==> src/rtl/tap_pkg.sv <==
// Purpose: shared TAP definitions: state codes, IR length, opcodes, state helpers.
// Latency: n/a (types, constants and pure functions only).
// Backpressure: n/a; the TAP port has no flow control, TCK paces everything.
package tap_pkg;

   localparam int IR_WIDTH = 3;

   // Instruction opcodes, shared with the instruction decoder.
   localparam logic [IR_WIDTH-1:0] OP_BYPASS  = 3'b111;
   localparam logic [IR_WIDTH-1:0] OP_INTEST  = 3'b011;
   localparam logic [IR_WIDTH-1:0] OP_SAMPLE  = 3'b010;
   localparam logic [IR_WIDTH-1:0] OP_PRELOAD = 3'b001;
   localparam logic [IR_WIDTH-1:0] OP_EXTEST  = 3'b000;

   // Standard 1149.1 state encoding; all 16 codes are legal states.
   typedef enum logic [3:0] {
      EX2DR = 4'h0, EX1DR = 4'h1, SHDR  = 4'h2, PAUDR = 4'h3,
      SELIR = 4'h4, UPDDR = 4'h5, CAPDR = 4'h6, SELDR = 4'h7,
      EX2IR = 4'h8, EX1IR = 4'h9, SHIR  = 4'hA, PAUIR = 4'hB,
      RTI   = 4'hC, UPDIR = 4'hD, CAPIR = 4'hE, TLR   = 4'hF
   } tap_state_e;

   // Per-state control strobes.
   typedef struct packed {
      logic shift_dr;
      logic update_dr;
      logic clock_dr;
      logic shift_ir;
      logic select_ir;
      logic tdo_enable;
      logic cap_ir;
      logic upd_ir;
      logic tlr;
   } tap_ctl_t;

   function automatic tap_state_e tap_next(input tap_state_e s, input logic tms);
      tap_state_e n;
      case (s)
         TLR:     n = tms ? TLR   : RTI;
         RTI:     n = tms ? SELDR : RTI;
         SELDR:   n = tms ? SELIR : CAPDR;
         CAPDR:   n = tms ? EX1DR : SHDR;
         SHDR:    n = tms ? EX1DR : SHDR;
         EX1DR:   n = tms ? UPDDR : PAUDR;
         PAUDR:   n = tms ? EX2DR : PAUDR;
         EX2DR:   n = tms ? UPDDR : SHDR;
         UPDDR:   n = tms ? SELDR : RTI;
         SELIR:   n = tms ? TLR   : CAPIR;
         CAPIR:   n = tms ? EX1IR : SHIR;
         SHIR:    n = tms ? EX1IR : SHIR;
         EX1IR:   n = tms ? UPDIR : PAUIR;
         PAUIR:   n = tms ? EX2IR : PAUIR;
         EX2IR:   n = tms ? UPDIR : SHIR;
         UPDIR:   n = tms ? SELDR : RTI;
         // Only reachable with an unknown state in simulation: fall back to TLR.
         default: n = TLR;
      endcase
      return n;
   endfunction

   function automatic tap_ctl_t tap_decode(input tap_state_e s);
      tap_ctl_t c;
      c            = '0;
      c.shift_dr   = (s == SHDR);
      c.update_dr  = (s == UPDDR);
      c.clock_dr   = (s == CAPDR) || (s == SHDR);
      c.shift_ir   = (s == SHIR);
      c.tdo_enable = (s == SHDR) || (s == SHIR);
      c.cap_ir     = (s == CAPIR);
      c.upd_ir     = (s == UPDIR);
      c.tlr        = (s == TLR);
      // IR column: SelIR through UpdIR.
      c.select_ir  = (s == SELIR) || (s == CAPIR) || (s == SHIR) || (s == EX1IR) ||
                     (s == PAUIR) || (s == EX2IR) || (s == UPDIR);
      return c;
   endfunction

endpackage

==> src/rtl/tap_ir_register.sv <==
// Purpose: instruction register: capture/shift stage plus the updated (parallel) instruction.
// Latency: stage and Instruction change on the TCK edge that ends CapIR/ShIR/UpdIR/TLR.
// Backpressure: none; shifts one TDI bit per TCK while ShIR is high.
// Ports: TCK, Reset (sync, active high), TDI, CapIR/ShIR/UpdIR/InTlr state strobes in;
//        Instruction (current instruction), IrTdo (stage LSB) out.
module tap_ir_register #(
   parameter int                  IR_WIDTH   = tap_pkg::IR_WIDTH,
   parameter logic [IR_WIDTH-1:0] IR_CAPTURE = IR_WIDTH'(1),
   parameter logic [IR_WIDTH-1:0] IR_RESET   = '1
) (
   input  logic                TCK,
   input  logic                Reset,
   input  logic                TDI,
   input  logic                CapIR,
   input  logic                ShIR,
   input  logic                UpdIR,
   input  logic                InTlr,
   output logic [IR_WIDTH-1:0] Instruction,
   output logic                IrTdo
);

   logic [IR_WIDTH-1:0] stage_q;
   logic [IR_WIDTH-1:0] instr_q;

   always_ff @(posedge TCK) begin
      if (Reset || InTlr) begin
         // Any partially shifted value is discarded here.
         stage_q <= IR_CAPTURE;
         instr_q <= IR_RESET;
      end else begin
         if (CapIR) begin
            stage_q <= IR_CAPTURE;
         end else if (ShIR) begin
            stage_q <= {TDI, stage_q[IR_WIDTH-1:1]};
         end
         if (UpdIR) begin
            instr_q <= stage_q;
         end
      end
   end

   assign Instruction = instr_q;
   assign IrTdo       = stage_q[0];

endmodule

==> src/rtl/tap_controller.sv <==
// Purpose: 1149.1 TAP state machine, output strobe decode and instruction register.
// Latency: strobes are valid for exactly the TCK cycles spent in their state (one TCK after the TMS sample).
// Backpressure: none; TMS is consumed on every rising TCK edge.
// Ports: TCK, Reset, TMS, TDI in; Instruction, ShiftDR, UpdateDR, ClockDR, ShiftIR, IrTdo,
//        SelectIR, TdoEnable, TapState (debug copy of the state code) out.
module tap_controller #(
   parameter int                  IR_WIDTH   = tap_pkg::IR_WIDTH,
   parameter logic [IR_WIDTH-1:0] IR_CAPTURE = IR_WIDTH'(1),
   parameter logic [IR_WIDTH-1:0] IR_RESET   = '1
) (
   input  logic                TCK,
   input  logic                Reset,
   input  logic                TMS,
   input  logic                TDI,
   output logic [IR_WIDTH-1:0] Instruction,
   output logic                ShiftDR,
   output logic                UpdateDR,
   output logic                ClockDR,
   output logic                ShiftIR,
   output logic                IrTdo,
   output logic                SelectIR,
   output logic                TdoEnable,
   output logic [3:0]          TapState
);

   import tap_pkg::*;

   tap_state_e state_q;
   tap_state_e state_d;
   tap_ctl_t   ctl_q;

   always_comb begin
      state_d = tap_next(state_q, TMS);
   end

   // Strobes are registered from the next state so they line up with state_q
   // without any combinational decode on the outputs.
   always_ff @(posedge TCK) begin
      if (Reset) begin
         state_q <= TLR;
         ctl_q   <= tap_decode(TLR);
      end else begin
         state_q <= state_d;
         ctl_q   <= tap_decode(state_d);
      end
   end

   tap_ir_register #(
      .IR_WIDTH   (IR_WIDTH),
      .IR_CAPTURE (IR_CAPTURE),
      .IR_RESET   (IR_RESET)
   ) u_ir (
      .TCK         (TCK),
      .Reset       (Reset),
      .TDI         (TDI),
      .CapIR       (ctl_q.cap_ir),
      .ShIR        (ctl_q.shift_ir),
      .UpdIR       (ctl_q.upd_ir),
      .InTlr       (ctl_q.tlr),
      .Instruction (Instruction),
      .IrTdo       (IrTdo)
   );

   assign ShiftDR   = ctl_q.shift_dr;
   assign UpdateDR  = ctl_q.update_dr;
   assign ClockDR   = ctl_q.clock_dr;
   assign ShiftIR   = ctl_q.shift_ir;
   assign SelectIR  = ctl_q.select_ir;
   assign TdoEnable = ctl_q.tdo_enable;
   assign TapState  = state_q;

endmodule
==> config.mk <==
export PLATFORM = sky130hd
export DESIGN_NAME = tap_controller
export DESIGN_NICKNAME = d
export VERILOG_FILES = /design/src/rtl/tap_pkg.sv /design/src/rtl/tap_ir_register.sv /design/src/rtl/tap_controller.sv
export SDC_FILE = /design/constraint.sdc
export NUM_CORES = 1
export LEC_CHECK = 0
export ABC_AREA = 0
export BUFFER_PORTS_ARGS = -buffer_cell sky130_fd_sc_hd__buf_2
export CORE_MARGIN = 1
export CORE_UTILIZATION = 35
export CTS_BUF_LIST = sky130_fd_sc_hd__clkbuf_8
export CTS_CLUSTER_SIZE = 20
export DETAILED_ROUTE_END_ITERATION = 16
export PLACE_DENSITY = 0.64
export SKIP_LAST_GASP = 1
export SYNTH_ARGS = -nofsm -noshare
export SYNTH_HDL_FRONTEND = slang
export SYNTH_HIERARCHICAL = 1
export SYNTH_SLANG_ARGS = --single-unit
==> constraint.sdc <==
create_clock -name TCK -period 1.2 [get_ports TCK]
set_clock_uncertainty 0.15 [all_clocks]
set_input_delay 0.06 -clock TCK [delete_from_list [all_inputs] [get_ports TCK]]
set_output_delay 0.06 -clock TCK [all_outputs]
set_load 0.03 [all_outputs]
# Word-level counts from Yosys, hierarchy flattened
# Index checks and enable logic that the tools add are counted.
dict set report classes {
  eq_ne 26
  mux 13
  reduce_logical 14
}
# operator count
set ops {}
lappend ops {{== test 4 bit (second input constant)} 15}
lappend ops {{case mux 4 bit (12 select lines)} 1}
lappend ops {{== test 4 x 3 -> 1 bit (second input constant)} 7}
lappend ops {{== test 4 x 2 -> 1 bit (second input constant)} 3}
lappend ops {{two-way mux 2 bit} 6}
lappend ops {{two-way mux 3 bit} 4}
lappend ops {{logical OR 1 bit} 9}
lappend ops {{OR reduction 2 bit} 3}
lappend ops {{== test 4 x 1 -> 1 bit (second input constant)} 1}
lappend ops {{zero test 4 bit} 1}
lappend ops {{two-way mux 4 bit} 1}
lappend ops {{OR reduction 3 bit} 1}
lappend ops {{two-way mux 1 bit} 1}
dict set report totals {
  register_bits 19
  inputBits 4
  output_inout_bits 14
  elab_cells 65
}

# Longest topological paths before layout
dict set report logic_depth {
  depth_word 10
  ltp_mapped 4
}

# Cells and area by module
# Netlist, hierarchy kept.
# module instances cells_per_inst area_per_inst_um2 seq_area_each_um2
set by_module_without_submodules {}
lappend by_module_without_submodules {tap_controller 1 58 556.8 260.2}
lappend by_module_without_submodules {tap_ir_register 1 19 215.2 120.1}

# Worst setup path before layout
# OpenSTA, ideal clock, no wires.
dict set report synth_path {
  path_kind {register -> register}
  start {register state_q[0] (netlist: TapState[0])}
  end {register state_q[1] (netlist: TapState[1])}
  setup_ns 0.130
  arrival_ns 1.152
  path_slack_ns -0.232
  stages_incl_launch_ff 5
  path_cell_list {dfxtp_1 > buf_2 > nand2_1 > a311oi_1 > nand3_1}
}
dict set report synth_between {
  elab_chain_len 3
  elab_cells_between_ends 20
  classes_between {eq/ne: 15; mux: 1; reduce/logical: 4}
}
# item line_no
set synth_rtl {}
lappend synth_rtl {{start, declared} tap_controller.sv:28} ;# tap_state_e state_q;
lappend synth_rtl {{start signal, assigned} tap_controller.sv:43} ;# state_q <= state_d;
lappend synth_rtl {{== test 4 bit (tied with other cells)} tap_pkg.sv:38} ;# case (s)
lappend synth_rtl {{OR reduction 3 bit (no line) / OR reduction 2 bit (equally long branches)} --}
lappend synth_rtl {{case mux 4 bit (12 select lines) *} tap_pkg.sv:38}
# Every way passes the cells marked *; elsewhere a longest branch is shown, timed or not.
# A chain may end at the register's enable or synchronous reset.

==> tab_implementation.tex <==
\begin{tabular}{lr}
\hline
Metric & Value \\
\hline
\multicolumn{2}{l}{\textbf{Clocking}} \\
\quad CTS max path bufs & 2 \\
\quad CTS sink cnt & 19 \\
\quad Clock latency at the later pin of the worst-skew pair & 0.26 ns \\
\quad Library cell used as clock root buffer & sky130\_fd\_sc\_hd\_\_clkbuf\_8 \\
\quad Post-cts hold buffer count & 5 \\
\quad Number of buffers created by CTS & 3 \\
\quad Clock transition at path regs & 0.07 ns \\
\quad H-tree lvl count & 1 \\
\quad Clock tree from TritonCTS & yes \\
\multicolumn{2}{l}{\textbf{Finish}} \\
\quad Cell Count, Final, Fillers Out & 134 \\
\quad Relative area change from synthesis to final layout & 34.8\% \\
\quad Ant. Diodes & 0 \\
\quad Utilization after layout & 0.515 \\
\quad Share of layout cells above drive strength 1 & 0.393 \\
\quad Count of nets after finishing & 112 \\
\multicolumn{2}{l}{\textbf{Pwr}} \\
\quad Pwr dens & 1410 nW/um2 \\
\quad VDD IR-drop max & 0.692 mV \\
\quad Cell leakage power & 0.431 nW \\
\multicolumn{2}{l}{\textbf{Global routing}} \\
\quad Vias in the first global route & 596 \\
\quad All-Layer GR Usage & 0.143 \\
\quad Initial antenna violation count & 0 \\
\quad Largest net degree at the start of global routing & 15 \\
\quad Global route overflow & 0 \\
\quad Wire length of the first global-routing pass & 2580 um \\
\multicolumn{2}{l}{\textbf{Die}} \\
\quad Number of top-level pins & 18 \\
\quad Width of the die & 49.0 um \\
\quad Y dimension of the die & 49.0 um \\
\quad Row Count & 16 \\
\quad Initial core utilization & 0.382 \\
\quad Placeable Area & 2020 um2 \\
\quad Die area & 2400 um2 \\
\multicolumn{2}{l}{\textbf{Routing}} \\
\quad Total length of routed met3 wires & 81 um \\
\quad Total routed wire length on the met1 layer & 761 um \\
\quad Drt first pass iters & 4 \\
\quad Ratio of routed vias to standard cells & 5.07 \\
\quad Number of nets with antenna violations after routing & 0 \\
\quad Violation count after the first detailed-route iteration & 29 \\
\quad Via count of the routed design & 680 \\
\quad Average wire length per cell after detail routing & 12.4 um \\
\quad Detailed-route wire length & 1660 um \\
\quad Highest layer used for signal routing & met4 \\
\quad Post-detailed-route DRC marker count & 0 \\
\quad Met2 routed WL & 790 um \\
\multicolumn{2}{l}{\textbf{Worst setup path}} \\
\quad Kind of critical path & primary input to flip-flop \\
\quad Endpoint arrival time on the critical path & 1.21 ns \\
\quad Critical path required time & 1.17 ns \\
\quad CP Capture Type & flip-flop \\
\quad Startpoint Class & primary input \\
\quad Worst Path Max Fanout & 5 \\
\multicolumn{2}{l}{\textbf{STA}} \\
\quad Portion of the clock cycle consumed by the worst path in the final layout & 1.03 \\
\quad Transition time at the pin with the least slew margin & 0.252 ns \\
\quad PnR worst setup slack & -0.0314 ns \\
\quad Max Slew Vio Count & 0 \\
\quad Worst Hold Slack & -0.0107 ns \\
\quad Final setup fails & 2 \\
\quad Achievable clock frequency & 812 MHz \\
\quad RSZ-0062 raised after global routing & true \\
\quad Final hold violation count & 4 \\
\quad Time the worst path needs with I/O delays and setup & 1.23 ns \\
\quad Max-slew headroom & 0.831 \\
\multicolumn{2}{l}{\textbf{Place}} \\
\quad Sum of net half-perimeters after detailed placement & 1030 um \\
\quad Count of input and output buffers & 17 \\
\quad Placer congestion estimate & 0.850 \\
\quad Number of instances in the placed design & 120 \\
\multicolumn{2}{l}{\textbf{Run status}} \\
\quad Violated checks & hold timing, setup timing \\
\quad Run status & finished, violations left \\
\multicolumn{2}{l}{\textbf{Job}} \\
\quad Max-cap violations & 0 \\
\multicolumn{2}{l}{\textbf{Synthesis}} \\
\quad FF+latch count, synth & 19 \\
\quad Synth warn & 6 \\
\quad Post-synthesis instance total & 77 \\
\quad Post-Syn Area & 772 um2 \\
\quad Part of the Yosys area used for sequential elements & 0.493 \\
\quad Count of different cell masters after synthesis & 32 \\
\quad Syn\_nets & 81 \\
\quad Area share of the leading cell type in the synthesized netlist & 0.493 \\
\quad Post-Syn Area per Cell & 10.0 um2 \\
\quad Cell types occupying the most area after synthesis & sky130\_fd\_sc\_hd\_\_dfxtp\_1 49\%, sky130\_fd\_sc\_hd\_\_mux2i\_1 9.1\%, sky130\_fd\_sc\_hd\_\_nand2\_1 3.4\%, sky130\_fd\_sc\_hd\_\_buf\_6 2.9\%, sky130\_fd\_sc\_hd\_\_nor3\_2 2.6\% \\
\quad Leading area contributor after synthesis & sky130\_fd\_sc\_hd\_\_dfxtp\_1 \\
\multicolumn{2}{l}{\textbf{Hold path}} \\
\quad Classification of the worst-slack hold path & primary input to flip-flop \\
\hline
\end{tabular}
-- critical path, cell delays in order --
cell	delay, ns
sky130_fd_sc_hd__buf_2	0.12
sky130_fd_sc_hd__dlygate4sd3_1	0.65
sky130_fd_sc_hd__a311oi_2	0.26
sky130_fd_sc_hd__nand3_1	0.11
-- per-layer routing --
layer / GRT usage / vias to the layer above
met5: 0 / -
met4: 0.0882 / 0
li1: - / 332
met2: 0.231 / 22
met3: 0.0374 / 4
met1: 0.168 / 322
-- metrics by stage --
stage	area, um2	setup slack, ns	setup TNS (ns)	hold slack, ns	power, mW
2_1_floorplan	796	-0.0684	-0.173	-0.0113	0.918
3_3_place_gp	898	0.0174	0	0.221	0.975
3_5_place_dp	898	0.00322	0	0.222	0.976
4_1_cts	1000	-0.0104	-0.0104	-0.00909	1.43
5_1_grt	1040	-0.0700	-0.199	-0.00668	1.52
6_report	1040	-0.0314	-0.0448	-0.0107	1.46
-- sequential cells by signal (all words and copies together), names as in the netlist --
name              count
ctl_q                 3
u_ir/Instruction      3
TapState              4
ShiftDR               1
TdoEnable             1
ShiftIR               1
UpdateDR              1
SelectIR              1
ClockDR               1
u_ir/stage_q          3
-- cells by family (layout without fill, tap and decap cells) --
family,count (synthesis),after routing,synth area share
compound gates,11,11,0.0956
buf+inv,9,39,0.0729
flops,19,19,0.493
mux,7,7,0.0908
simple gates,31,31,0.248
-- cell type report --
type                       instances  area (um2)
multi-input combinational         49         344
clock buffer                       3        41.3
inverter                           3        11.3
timing repair buffer              32         210
tap                               27        33.8
sequential                        19         395
fill                             196         981
clock inverter                     1        5.00
-- synth_stat cells (all sizes together) --
master  instances
nand3b          1
dfxtp          19
o211ai          1
nor2b           4
and4b           1
inv             3
a32oi           1
buf             5
nand4           1
a21oi           2
a31oi           1
or2             1
nand2           7
mux2i           7
a211o           1
a31o            1
nor4            3
a311oi          1
nor3            3
nand2b          2
nor4b           1
nand3           1
nor2            4
clkbuf          1
or3             2
o21ai           3
-- placed cells by master (no fill, tap or decap), drive strengths merged, types with 2 or more instances in the layout --
cell type,count
mux2i,7
o21ai,3
a21oi,2
or3,2
nor2,4
buf,25
nor3,3
nor4,3
dlygate4sd3,5
nor2b,4
nand2,7
nand2b,2
clkbuf,5
inv,3
dfxtp,19
-- repair_timing --
| item | 4_1_cts | 5_1_grt |
|---|---|---|
| endpoints found under the setup margin | 1 | 8 |
| gates cloned | 0 | 0 |
| pin swaps | 0 | 0 |
| buffers inserted | 1 | 4 |
| hold endpoints to repair | 5 | 2 |
| resized for setup | 0 | 4 |
-- path summary, 6_finish.rpt --
kind,from,endpoint,slack [ns],cells past startpoint
setup / recovery,Reset,TapState[1],-0.03,4
hold / removal,Reset,ShiftDR,-0.01,3
setup reg to reg,TapState[2],ClockDR,-0.01,3
hold reg to reg,ctl_q[2],u_ir/stage_q[2],0.31,1
-- report_power, final --
| group | internal [mW] | switching, mW | total (mW) |
|---|---|---|---|
| combinational | 0.144 | 0.169 | 0.313 |
| clock | 0.231 | 0.213 | 0.444 |
| sequential | 0.665 | 0.0408 | 0.706 |
Note: power is estimated with default switching activity, not from simulation.
